$ cat config.mk
export PLATFORM = sky130hd
export DESIGN_NAME = control_ajuste_fecha_hora
export DESIGN_NICKNAME = d
export VERILOG_FILES = /design/src/rtl/control_ajuste_fecha_hora.sv
export SDC_FILE = /design/constraint.sdc
export NUM_CORES = 1
export LEC_CHECK = 0
export ABC_AREA = 1
export CORE_MARGIN = 1
export CORE_UTILIZATION = 55
export CTS_BUF_LIST = sky130_fd_sc_hd__clkbuf_8
export DETAILED_ROUTE_END_ITERATION = 12
export DONT_BUFFER_PORTS = 1
export GPL_ROUTABILITY_DRIVEN = 0
export PLACE_DENSITY_LB_ADDON = 0.25
export SYNTH_ARGS = -nofsm -noshare
export SYNTH_HDL_FRONTEND = slang
export SYNTH_SLANG_ARGS = --single-unit
$ cat constraint.sdc
create_clock -name clk -period 8.7 [get_ports clk]
set_input_delay 0.87 -clock clk [delete_from_list [all_inputs] [get_ports clk]]
set_output_delay 0.87 -clock clk [all_outputs]
set_load 0.02 [all_outputs]
$ cat src/rtl/control_ajuste_fecha_hora.sv
// control_ajuste_fecha_hora
// Date/time edit controller: sw_config enters an edit mode where btn_left and
// btn_right pick one of six fields (hora, minuto, segundo, dia, mes, anio) and
// btn_up/btn_down emit one-hot increment/decrement pulses with hold-to-repeat.
// Leaving edit mode issues a single-cycle guardar strobe to commit the values.
// Every output comes straight from a flip-flop.
module control_ajuste_fecha_hora #(
    parameter int HOLD_CYC  = 25_000_000,
    parameter int REP_CYC   = 5_000_000,
    parameter int BLINK_CYC = 25_000_000
) (
    input  logic       clk,
    input  logic       reset,
    input  logic       sw_config,
    input  logic       btn_up,
    input  logic       btn_down,
    input  logic       btn_left,
    input  logic       btn_right,
    output logic [5:0] en_up,
    output logic [5:0] en_down,
    output logic [2:0] campo_sel,
    output logic       modo_config,
    output logic       guardar,
    output logic       parpadeo
);

    localparam int REP_MAX = (HOLD_CYC > REP_CYC) ? HOLD_CYC : REP_CYC;
    localparam int REP_W   = $clog2(REP_MAX + 1);
    localparam int BLK_W   = $clog2(BLINK_CYC + 1);

    // A pulse fires when the count of cycles since the previous pulse reaches
    // threshold, so the thresholds are the periods minus one.
    localparam logic [REP_W-1:0] HOLD_THR  = REP_W'(HOLD_CYC - 1);
    localparam logic [REP_W-1:0] REP_THR   = REP_W'(REP_CYC - 1);
    localparam logic [BLK_W-1:0] BLINK_THR = BLK_W'(BLINK_CYC - 1);

    typedef enum logic [1:0] {NORMAL, EDITANDO, GUARDAR} t_estado;

    t_estado          r_estado;
    logic             r_armed;
    logic             r_sw_q;
    logic             r_up_q;
    logic             r_down_q;
    logic             r_left_q;
    logic             r_right_q;
    logic [1:0]       r_act;
    logic [1:0]       r_first;
    logic [REP_W-1:0] r_cnt [2];
    logic [BLK_W-1:0] r_blk_cnt;

    logic             w_sw_rise;
    logic             w_sw_fall;
    logic             w_enter;
    logic             w_edit;
    logic             w_right;
    logic             w_left;
    logic             w_campo_chg;
    logic             w_both;
    logic             w_any_prev;
    logic [1:0]       w_btn;
    logic [1:0]       w_rise;
    logic [1:0]       w_fire;
    logic [1:0]       w_act_nxt;
    logic [1:0]       w_first_nxt;
    logic [REP_W-1:0] w_cnt_nxt [2];

    // r_armed blocks a spurious entry when sw_config is already high at reset
    // release: a real rising edge needs sw_config to have been seen low first.
    assign w_sw_rise   = sw_config & ~r_sw_q;
    assign w_sw_fall   = ~sw_config & r_sw_q;
    assign w_enter     = (r_estado == NORMAL) & w_sw_rise & r_armed;
    assign w_edit      = (r_estado == EDITANDO) & ~w_sw_fall;
    assign w_right     = btn_right & ~r_right_q;
    assign w_left      = btn_left & ~r_left_q;
    assign w_campo_chg = w_edit & (w_right ^ w_left);
    assign w_both      = btn_up & btn_down;
    assign w_btn       = {btn_down, btn_up};
    assign w_rise      = w_btn & ~{r_down_q, r_up_q};
    assign w_any_prev  = |{en_up, en_down};

    // Previous-cycle copies of every input for edge detection.
    always_ff @(posedge clk or posedge reset) begin
        if (reset) begin
            r_sw_q    <= 1'b0;
            r_up_q    <= 1'b0;
            r_down_q  <= 1'b0;
            r_left_q  <= 1'b0;
            r_right_q <= 1'b0;
        end else begin
            r_sw_q    <= sw_config;
            r_up_q    <= btn_up;
            r_down_q  <= btn_down;
            r_left_q  <= btn_left;
            r_right_q <= btn_right;
        end
    end

    // Mode FSM with registered modo_config/guardar and the field selector.
    always_ff @(posedge clk or posedge reset) begin
        if (reset) begin
            r_estado    <= NORMAL;
            r_armed     <= 1'b0;
            modo_config <= 1'b0;
            guardar     <= 1'b0;
            campo_sel   <= 3'd0;
        end else begin
            if (!sw_config) r_armed <= 1'b1;
            case (r_estado)
                NORMAL: begin
                    guardar <= 1'b0;
                    if (w_enter) begin
                        r_estado    <= EDITANDO;
                        modo_config <= 1'b1;
                        campo_sel   <= 3'd0;
                    end
                end
                EDITANDO: begin
                    if (w_sw_fall) begin
                        r_estado    <= GUARDAR;
                        modo_config <= 1'b0;
                        guardar     <= 1'b1;
                    end else if (w_campo_chg) begin
                        if (w_right) campo_sel <= (campo_sel == 3'd5) ? 3'd0 : campo_sel + 3'd1;
                        else         campo_sel <= (campo_sel == 3'd0) ? 3'd5 : campo_sel - 3'd1;
                    end
                end
                default: begin
                    r_estado    <= NORMAL;
                    modo_config <= 1'b0;
                    guardar     <= 1'b0;
                end
            endcase
        end
    end

    // Hold-to-repeat decision for up (index 0) and down (index 1). Any abort
    // condition drops the channel to idle so only a fresh rising edge revives
    // it. A pulse due right after another pulse waits one cycle, keeping
    // pulses separated by a low cycle.
    always_comb begin
        w_fire = 2'b00;
        for (int i = 0; i < 2; i++) begin
            w_act_nxt[i]   = r_act[i];
            w_first_nxt[i] = r_first[i];
            w_cnt_nxt[i]   = r_cnt[i];
            if (!w_edit || w_both || w_campo_chg || !w_btn[i]) begin
                w_act_nxt[i]   = 1'b0;
                w_first_nxt[i] = 1'b0;
                w_cnt_nxt[i]   = '0;
            end else if (w_rise[i]) begin
                w_act_nxt[i] = 1'b1;
                if (!w_any_prev) begin
                    w_fire[i]      = 1'b1;
                    w_first_nxt[i] = 1'b1;
                    w_cnt_nxt[i]   = '0;
                end else begin
                    w_first_nxt[i] = 1'b0;
                    w_cnt_nxt[i]   = REP_THR;
                end
            end else if (r_act[i]) begin
                if (r_cnt[i] >= (r_first[i] ? HOLD_THR : REP_THR)) begin
                    if (!w_any_prev) begin
                        w_fire[i]      = 1'b1;
                        w_first_nxt[i] = 1'b0;
                        w_cnt_nxt[i]   = '0;
                    end
                end else begin
                    w_cnt_nxt[i] = r_cnt[i] + REP_W'(1);
                end
            end
        end
    end

    // Repeat state and the registered one-hot pulse outputs.
    always_ff @(posedge clk or posedge reset) begin
        if (reset) begin
            r_act    <= 2'b00;
            r_first  <= 2'b00;
            r_cnt[0] <= '0;
            r_cnt[1] <= '0;
            en_up    <= 6'd0;
            en_down  <= 6'd0;
        end else begin
            r_act    <= w_act_nxt;
            r_first  <= w_first_nxt;
            r_cnt[0] <= w_cnt_nxt[0];
            r_cnt[1] <= w_cnt_nxt[1];
            en_up    <= w_fire[0] ? (6'd1 << campo_sel) : 6'd0;
            en_down  <= w_fire[1] ? (6'd1 << campo_sel) : 6'd0;
        end
    end

    // Blink generator: starts high on entry, toggles every BLINK_CYC cycles.
    always_ff @(posedge clk or posedge reset) begin
        if (reset) begin
            parpadeo  <= 1'b0;
            r_blk_cnt <= '0;
        end else if (w_enter) begin
            parpadeo  <= 1'b1;
            r_blk_cnt <= '0;
        end else if (w_edit) begin
            if (r_blk_cnt >= BLINK_THR) begin
                parpadeo  <= ~parpadeo;
                r_blk_cnt <= '0;
            end else begin
                r_blk_cnt <= r_blk_cnt + BLK_W'(1);
            end
        end else begin
            parpadeo  <= 1'b0;
            r_blk_cnt <= '0;
        end
    end

endmodule

==> flow_summary_export.csv <==
group,metric,value,unit
run_status,status,"finished clean",
finish,nFillCells,1164,
power,total_leakage_power,0.00312,uW
timing,rsz0062_at_grt,"no",
grt,grt_max_degree,68,
logic_synthesis,synth_fp_nets,1011,
cts,htreeDepth,3,
finish,layout.nets,1000,
die,pin_count,25,
cts,cts_sinks,104,
timing,slew_headroom,35.0,%
grt,grt_use_met3,5.40,%
timing,clock_skew,18.2,ps
grt,grt_util_met2,41.5,%
critical_path,r2r_slack,5890,ps
critical_path,crit_type,"reg2reg",
critical_path,cpMaxStageDelayCell,"dfrtp_1",
grt,grt_pass1_vias,5837,
critical_path,worstSetupStartpointType,"flop",
die,start_util,57.0,%
grt,grtUsageTotal,25.8,%
drt,drtIter0Drc,551,
critical_path,cp_num_buf_inv,3,
cts,postCtsSetupBuffers,0,
drt,num_vias,6091,
logic_synthesis,synth_top_area_share,37.5,%
power,p_switching,319,uW
die,die_w,114,microns
logic_synthesis,syn_avg_cell_area,7.06,sq um
timing,worst_pin_slew,972,ps
finish,final_common_cell,"nand2_1",
power,p_int,645,uW
power,p_clk_share,31.4,%
power,pwr-share-seq,55.5,%
timing,slew_viol_final,0,
grt,grt_antenna_before_repair,0,
logic_synthesis,synth_flop_cell,"dfrtp_1",
drt,routedWlPerCell,13.4,microns
finish,antenna_cells,0,
die,num_rows,40,
timing,hold_viol_final,0,
grt,grt_pass1_wl,26800,microns
cts,cts_buffers,9,
finish,seq_area,2600,sq um
logic_synthesis,synth-seq-cells,104,
timing,setup_viol,0,
drt,remaining_drc_errors,0,
drt,antenna_left,0,
power,power,964,uW
cts,clk_pin_slew_worst_paths,110,ps
timing,setup_tns,0,ps
power,switching_share,33.1,%
logic_synthesis,async_flop_share,100,%
grt,grt_overflow,0,
power,p_comb_share,13.1,%
cts,cts_tree,"yes",
finish,mostFrequentLayoutCells,"nand2_1 (274), nor2_1 (144), dfrtp_1 (104)",
power,power_density,134,nW/um^2
placed_design,io_buffers,0,
grt,grt_busiest_layer,"met2",
logic_synthesis,yosysTopAreaCell,"dfrtp_1",
power,peakVddDrop,119,uV
logic_synthesis,synth_cells,982,
logic_synthesis,synth_area_leaders,"dfrtp_1 (38%), nand2_1 (15%), nor2_1 (7.8%)",
timing,period_share,32.3,%
cts,clock_latency,400,ps
finish,multi_input_area,3760,sq um
drt,dr.pass1.iters,5,
logic_synthesis,synth-edff-count,0,
logic_synthesis,yosys_warnings,0,
finish,syn_to_final_growth,3.88,%
run,drv_cap,0,
critical_path,crit_required,9030,ps
logic_synthesis,seq_area_frac_synth,37.5,%
critical_path,slowest_delay,480,ps
critical_path,cpMostUsedCell,"nand2_1",
timing,fmax,356,MHz
die,dieArea,13100,sq um
drt,vias_per_cell,5.32,
cts,post_cts_resized,0,
critical_path,arrival,3140,ps
critical_path,worstPathCellList,"inv_1 > ha_1 > nand2_1 > nor2_1 > nand2_1 > nor2_1 > nand3_1 > nand2_1 > inv_2 > nand2_2 > nand2_2 > nand2_4 > inv_1 > o21ai_1",
drt,totalWireLength,15400,microns
finish,drive_gt1_share,7.07,%
logic_synthesis,synth_area,6930,sq um
critical_path,crit_family,"simple AND/OR/NAND/NOR gates",
critical_path,worstPathMaxFanout,33,
die,die_h,114,microns
placed_design,place_hpwl,11100,microns
cts,hold_buffers,0,
critical_path,cp-end-kind,"flop",
worst_hold_path,hp-class,"in2async",
cts,cts_buffer_depth,2,
logic_synthesis,yosysUniqueCellTypes,41,
grt,met1_usage,34.9,%
timing,timing.final.crit_period,2810,ps
die,coreArea,12200,sq um
cts,cts_root_buffer,"clkbuf_8",
cells by family (layout without fill, tap and decap cells):
logic type      Yosys count  in the layout  synth area share, %
simple gates            581            581                 37.1
compound gates          102            102                 8.37
buf+inv                 135            129                 8.26
xor+xnor                 38             38                 4.80
fa+ha+maj                22             22                 3.97
flops                   104            104                 37.5
Yosys cell counts, types with 4 or more instances:
cell type / count
xor2_1: 28
inv_1: 101
nor3b_1: 4
nand2_2: 7
nand2_1: 274
dfrtp_1: 104
nor3_1: 26
a21oi_2: 4
nor2_2: 8
o21ai_1: 25
nor2_1: 144
clkbuf_1: 4
nor3_2: 4
o21bai_1: 5
o21ai_0: 35
xnor2_1: 10
inv_2: 9
nand3_1: 64
a21oi_1: 20
o21ai_2: 9
buf_2: 10
nand4_1: 29
buf_6: 6
nand3b_1: 4
nor4_1: 6
ha_1: 22
final timing paths:
check                      startpoint         end  depth (start not counted)
max                        r_first[1]    r_cnt[3]                         14
min                             reset  en_down[0]                          1
max reg2reg                r_first[1]    r_cnt[3]                         14
min reg2reg                   r_armed     r_armed                          2
max in group asynchronous       reset    r_cnt[6]                          2
min in group clk              r_armed     r_armed                          2
area by class of cell:
cell class              instances  share of cell area [%]
clock buffers                   9                    1.72
multi-input cells             743                    52.2
inverters                     112                    5.87
flip-flops and latches        104                    36.1
well taps                     168                    2.92
clock inverters                 7                    1.08
repair buffers                  1                   0.104
worst register-to-register path, delay by kind of cell (launching register included):
family	cells	cell delay [ps]
compound gates	1	130
fa+ha+maj	1	350
buf+inv	3	360
flops	1	480
simple gates	9	1400
metal layers:
layer / share of wire [%] / up-vias
li1: - / 3143
met1: 48 / 2766
met2: 45 / 157
met3: 5.4 / 25
met4: 1.9 / 0
met5: 0 / -
flip-flops by register name (all words and copies together), names as in the netlist:
signal       cells
r_blk_cnt       25
guardar          1
en_up            6
en_down          6
r_act            2
modo_config      1
r_right_q        1
r_armed          1
campo_sel        3
r_left_q         1
r_down_q         1
r_cnt           50
r_sw_q           1
r_estado         1
r_first          2
r_up_q           1
parpadeo         1
through the flow:
stage                     cell area (sq um)  instances  util [%]  hold WS, ps  setup slack [ps]
final                                  7200       1144      59.2          344              5890
after global routing                   7200       1144      59.2          374              5670
after global placement                 7000       1128      57.6          442              6000
after CTS                              7200       1144      59.2          347              5930
after floorplan                        6930        982         -          427              5100
after detailed placement               7000       1128      57.6          446              5900
power groups by stage:
| stage | clock, uW | combinational (uW) | sequential (uW) |
|---|---|---|---|
| floorplan | 0 | 106 | 537 |
| global placement | 0 | 127 | 544 |
| detailed placement | 0 | 129 | 544 |
| CTS | 311 | 129 | 534 |
| global route | 328 | 147 | 537 |
| finish | 303 | 126 | 535 |
Note: power is estimated with default switching activity, not from simulation.
